**config.mk**
```make
export PLATFORM = sky130hd
export DESIGN_NAME = regb_fifo_serializer
export DESIGN_NICKNAME = d
export VERILOG_FILES = /design/src/rtl/regb_fifo_serializer_pkg.sv /design/src/rtl/regb_fifo_serializer.sv
export SDC_FILE = /design/constraint.sdc
export NUM_CORES = 1
export LEC_CHECK = 0
export ABC_AREA = 0
export BUFFER_PORTS_ARGS = -buffer_cell sky130_fd_sc_hd__buf_2
export CORE_MARGIN = 3
export CORE_UTILIZATION = 49
export DETAILED_ROUTE_END_ITERATION = 8
export HOLD_SLACK_MARGIN = 0.02
export PLACE_DENSITY_LB_ADDON = 0.08
export SLEW_MARGIN = 0
export SYNTH_ARGS = -nofsm -noshare
export SYNTH_HDL_FRONTEND = slang
export SYNTH_SLANG_ARGS = --single-unit
```
**constraint.sdc**
```tcl
create_clock -name clk -period 1.97 [get_ports clk]
set_clock_uncertainty 0.15 [all_clocks]
set_input_delay 0.394 -clock clk [delete_from_list [all_inputs] [get_ports clk]]
set_output_delay 0.394 -clock clk [all_outputs]
set_load 0.05 [all_outputs]
```
**src/rtl/regb_fifo_serializer_pkg.sv**
```systemverilog
`default_nettype none
// +----------------------------------------------------------------------------+
// | regb_fifo_serializer_pkg : shared FSM encodings for the FIFO serializer     |
// | Rev 1.0                                                                     |
// +----------------------------------------------------------------------------+
package regb_fifo_serializer_pkg;

    typedef logic [1:0] state_t;

    localparam state_t ST_IDLE = 2'd0;
    localparam state_t ST_DATA = 2'd1;
    localparam state_t ST_PAR  = 2'd2;

endpackage : regb_fifo_serializer_pkg
`default_nettype wire

```
**src/rtl/regb_fifo_serializer.sv**
```systemverilog
`default_nettype none
// +----------------------------------------------------------------------------+
// | regb_fifo_serializer : pops words from the register FIFO output stage and   |
// | streams them bit-serially (optional even parity) over valid/ready.          |
// | Rev 1.0                                                                     |
// +----------------------------------------------------------------------------+
module regb_fifo_serializer
    import regb_fifo_serializer_pkg::*;
#(
    parameter int WIDTH     = 8,
    parameter bit MSB_FIRST = 1'b1,
    parameter bit PARITY_EN = 1'b0
)(
    input  logic             clk,
    input  logic             res_n,
    input  logic [WIDTH-1:0] fifo_data,
    input  logic             fifo_empty_n,
    output logic             fifo_shift_out,
    output logic             ser_data,
    output logic             ser_valid,
    input  logic             ser_ready,
    output logic             ser_last,
    output logic             busy
);

    localparam int              CW         = $clog2(WIDTH);
    localparam logic [CW-1:0]   c_CNT_LOAD = CW'(WIDTH - 1);
    localparam logic [CW-1:0]   c_CNT_ONE  = CW'(1);

    state_t             r_state;
    logic [WIDTH-1:0]   r_shreg;
    logic [CW-1:0]      r_bit_cnt;
    logic               r_par;

    logic               w_idle;
    logic               w_data_st;
    logic               w_par_st;
    logic               w_cnt_zero;
    logic               w_out_bit;
    logic [WIDTH-1:0]   w_shifted;

    assign w_idle     = (r_state == ST_IDLE);
    assign w_data_st  = (r_state == ST_DATA);
    assign w_par_st   = (r_state == ST_PAR);
    assign w_cnt_zero = (r_bit_cnt == '0);

    // The output end of the shift register depends on bit order; vacated bits fill with 0.
    assign w_out_bit = MSB_FIRST ? r_shreg[WIDTH-1] : r_shreg[0];
    assign w_shifted = MSB_FIRST ? {r_shreg[WIDTH-2:0], 1'b0} : {1'b0, r_shreg[WIDTH-1:1]};

    // Popping on the final transfer of a word lets the next word follow without a bubble.
    assign fifo_shift_out = fifo_empty_n &
                            (w_idle |
                             (w_data_st & ser_ready & w_cnt_zero & !PARITY_EN) |
                             (w_par_st & ser_ready));

    assign ser_valid = w_data_st | w_par_st;
    assign ser_data  = (w_data_st & w_out_bit) | (w_par_st & r_par);
    assign ser_last  = (w_data_st & w_cnt_zero & !PARITY_EN) | w_par_st;
    assign busy      = !w_idle;

    always_ff @(posedge clk or negedge res_n) begin
        if (!res_n) begin
            r_state   <= ST_IDLE;
            r_shreg   <= '0;
            r_bit_cnt <= '0;
            r_par     <= 1'b0;
        end else if (fifo_shift_out) begin
            r_state   <= ST_DATA;
            r_shreg   <= fifo_data;
            r_bit_cnt <= c_CNT_LOAD;
            r_par     <= ^fifo_data;
        end else begin
            case (r_state)
                ST_IDLE: begin
                    r_state <= ST_IDLE;
                end
                ST_DATA: begin
                    if (ser_ready) begin
                        if (!w_cnt_zero) begin
                            r_shreg   <= w_shifted;
                            r_bit_cnt <= r_bit_cnt - c_CNT_ONE;
                        end else if (PARITY_EN) begin
                            r_state <= ST_PAR;
                        end else begin
                            r_state <= ST_IDLE;
                        end
                    end
                end
                ST_PAR: begin
                    if (ser_ready) begin
                        r_state <= ST_IDLE;
                    end
                end
                default: begin
                    r_state <= ST_IDLE;
                end
            endcase
        end
    end

endmodule : regb_fifo_serializer
`default_nettype wire
```
==> impl_results.md <==
* Setup Crit Path Kind: reg2out
* Met3 layer wire length in the routed design at 124 microns
* Measured slew at the worst slew-check pin at 0.310 ns
* Number of violations of the max-capacitance limit at 0
* Sequential-to-total area share from yosys stat at 46.2%
* Core footprint at 1170 sq um
* Number of non-filler instances in the completed layout at 102
* Post-detailed-routing wire length at 1570 microns
* I/O pins at 17
* Pin count of the biggest net entering global routing at 13
* Height of the die at 42.4 microns
* Net Count, Synth at 73
* Number of nets in the final layout at 103
* TritonCTS Buffers at 3
* Starting utilization of the core area at 55.4%
* Number of buffers between clock root and the deepest sink at 2
* Reg clk slew, reported paths at 0.08 ns
* Peak fanout along the critical path at 3
* Global-route wire length before repair at 2490 microns
* Port buffer count at 16
* Vias per cell at 5.83
* Arithmetic-cell share of the synthesized area counting full adders, half adders and majority gates at 3.85%
* Global placement routability congestion at 0.866
* Share of the synthesized netlist area taken by xor and xnor gates at 0%
* Post-synthesis compound-gate area fraction at 25.0%
* Post-route standard cell area excluding fillers at 886 sq um
* Number of distinct library cells after synthesis at 28
* Total placed instance area at 744 sq um
* Later-pin clock latency in the skew report at 0.27 ns
* Hold Fails Final Rpt at 0
* Overall die area at 1800 sq um
* # DRC at 0
* Post-synthesis share of cell area spent on and, or, nand and nor gates at 15.4%
* Initial DRT Pass Iterations at 4
* Dpl hpwl at 1010 microns
* TritonCTS clock tree: yes
* Ys flop type: sky130_fd_sc_hd__dfrtp_1
* Post-synth EDFFs at 0
* # setup viols final at 1
* Clock root buffer master: sky130_fd_sc_hd__clkbuf_4
* Aggregate negative setup slack at -0.00807 ns
* Instance count of the mapped netlist at 59
* Detailed router's first-iteration violation count at 29
* Worst Setup Start Kind: flip-flop
* Violated checks: negative setup slack
* Signal arrival time at the worst endpoint at 1.43 ns
* WP data required at 1.43 ns
* Routed length on met2 at 749 microns
* Mapped Avg Cell Area at 11.0 sq um
* # diodes at 0
* Yosys warning count at 0
* Antenna violations before repair at 0
* Vias in the first global route at 580
* Power per Cell Area at 1420 nW/um^2
* Remaining Overflow, GRT at 0
* Max Slew Vio Count at 0
* Dpl ws at 0.147 ns
* Leakage power figure at 0.417 nW
* Synth Cell Area at 649 sq um
* Fraction of final layout cells sized beyond drive strength 1 at 46.6%
* Total of fill cells in the finished design at 76
* Register Area at 302 sq um
* Top layer reached by signal wires: met4
* Fraction of registers with async set/reset at 100%
* Share of the cycle needed by the critical path after routing at 100%
* Unrepaired setup endpoints after global routing: yes
* Total vias in the final route at 595
* Final min period at 1.98 ns
* Main combinational cell family by area after synthesis: compound AO/OA/AOI/OAI gates
* Rows at 12
* Area of the multi-input gates at 319 sq um
* Worst IR Drop VDD at 0.000888 V
* Run status: finished with violations
* Number of sinks handled by clock tree synthesis at 12
* HP Class: in2reg
* Kind of end point of the critical path: primary output
* Die Span X at 42.4 microns
* Routed metal-1 wirelength at 686 microns
* Post-DRT Antenna Nets at 0
* Post-synthesis to final-layout area growth at 36.4%
* Total global-route track usage at 17.8%
* Worst max-slew margin expressed relative to the limit at 79.3%
* H-tree levels at 1
* Post-placement cell count at 88
* Hold Slack at 0.186 ns
* Mux contribution to synthesized area at 2.31%
* Number of synthesized register bits at 12
* Top achievable clock speed at 0.506 GHz
* Average detailed-routed wire length per instance at 15.4 microns
* Setup WS post-layout at -0.00807 ns
==> cell usage in the layout, fill, tap and decap left out, drive strengths merged <==
cell type,netlist,final
nand3,2,2
o21bai,1,1
mux2,1,1
dlygate4sd3,0,1
and2,2,2
nand2,1,1
a2bb2oi,1,1
nor2,2,2
nand2b,1,1
o221a,7,7
o21a,1,1
o2bb2ai,2,2
buf,3,28
a21o,1,1
nor2b,1,1
a31oi,1,1
clkbuf,1,4
dfrtp,12,12
nand3b,6,6
inv,5,5
o21ai,3,3
a21oi,2,2
and3b,1,1
ha,2,2
==> registers in the layout (all words and copies together) (netlist names) <==
| register | flops |
|---|---|
| r_bit_cnt | 3 |
| r_shreg | 8 |
| r_state | 1 |
==> layer usage <==
metal  GRT usage, %  vias to the layer above
li1               -                      276
met1           24.1                      287
met2           28.0                       30
met3           3.43                        2
met4           6.21                        0
met5              0                        -
==> critical path, cell delays in order, from the launching register on <==
cell	delay, ns
sky130_fd_sc_hd__dfrtp_1	0.37
sky130_fd_sc_hd__inv_2	0.06
sky130_fd_sc_hd__ha_4	0.16
sky130_fd_sc_hd__and3b_2	0.21
sky130_fd_sc_hd__o21ai_2	0.15
sky130_fd_sc_hd__inv_2	0.07
sky130_fd_sc_hd__buf_8	0.15
==> final timing paths <==
check | from | depth (start not counted) | end | slack [ns]
min in group asynchronous | res_n | 2 | r_shreg[7] | 0.37
setup reg to reg | r_bit_cnt[0] | 7 | r_shreg[7] | 0.29
max in group asynchronous | res_n | 2 | r_state[0] | 1.07
hold reg to reg | r_bit_cnt[2] | 1 | r_bit_cnt[2] | 0.35
hold / removal | fifo_data[0] | 2 | r_shreg[0] | 0.19
setup / recovery | r_bit_cnt[1] | 6 | fifo_shift_out | -0.008
==> logic make-up after synthesis <==
kind of cell | Yosys count
AOI/OAI and AO/OA | 19
and+or+nand+nor | 16
DFF | 12
buffers and inverters | 9
adders and majority gates | 2
muxes | 1
==> final cells by class <==
cell class	count	share of cell area, %
sequential	12	34.0
multi-input combinational	38	36.0
inverter	5	2.12
timing repair buffer	29	21.8
tap	14	1.98
clock buffer	4	4.10
==> cells in the mapped netlist (all sizes together) (2+ instances only) <==
library cell  instances  share of area [%]
nand3b                6                6.9
nand3                 2                1.5
nor2                  2                1.2
dfrtp                12                 46
and2                  2                1.9
o21ai                 3                2.9
o221a                 7                 12
inv                   5                2.9
o2bb2ai               2                2.7
a21oi                 2                1.5
buf                   3                3.7
ha                    2                3.9
==> stage by stage <==
stage,power (mW),util (%)
3_5_place_dp,0.914,63.6
4_1_cts,1.21,73.6
5_1_grt,1.33,75.6
3_3_place_gp,0.904,63.6
2_1_floorplan,0.799,-
6_report,1.26,75.6
==> power by group <==
group | switching [mW] | internal (mW)
Clock | 0.0866 | 0.112
Combinational | 0.329 | 0.322
Sequential | 0.0624 | 0.349
==> repair_timing <==
item | in CTS | in global routing
endpoints found under the hold margin | 12 | 0
setup endpoints to repair | 2 | 1
gates cloned | 0 | 0
hold buffers | 1 | 0
resized for setup | 9 | 1
pin swaps | 2 | 2
setup buffers | 6 | 3
Power figures use the tool's default switching activity.
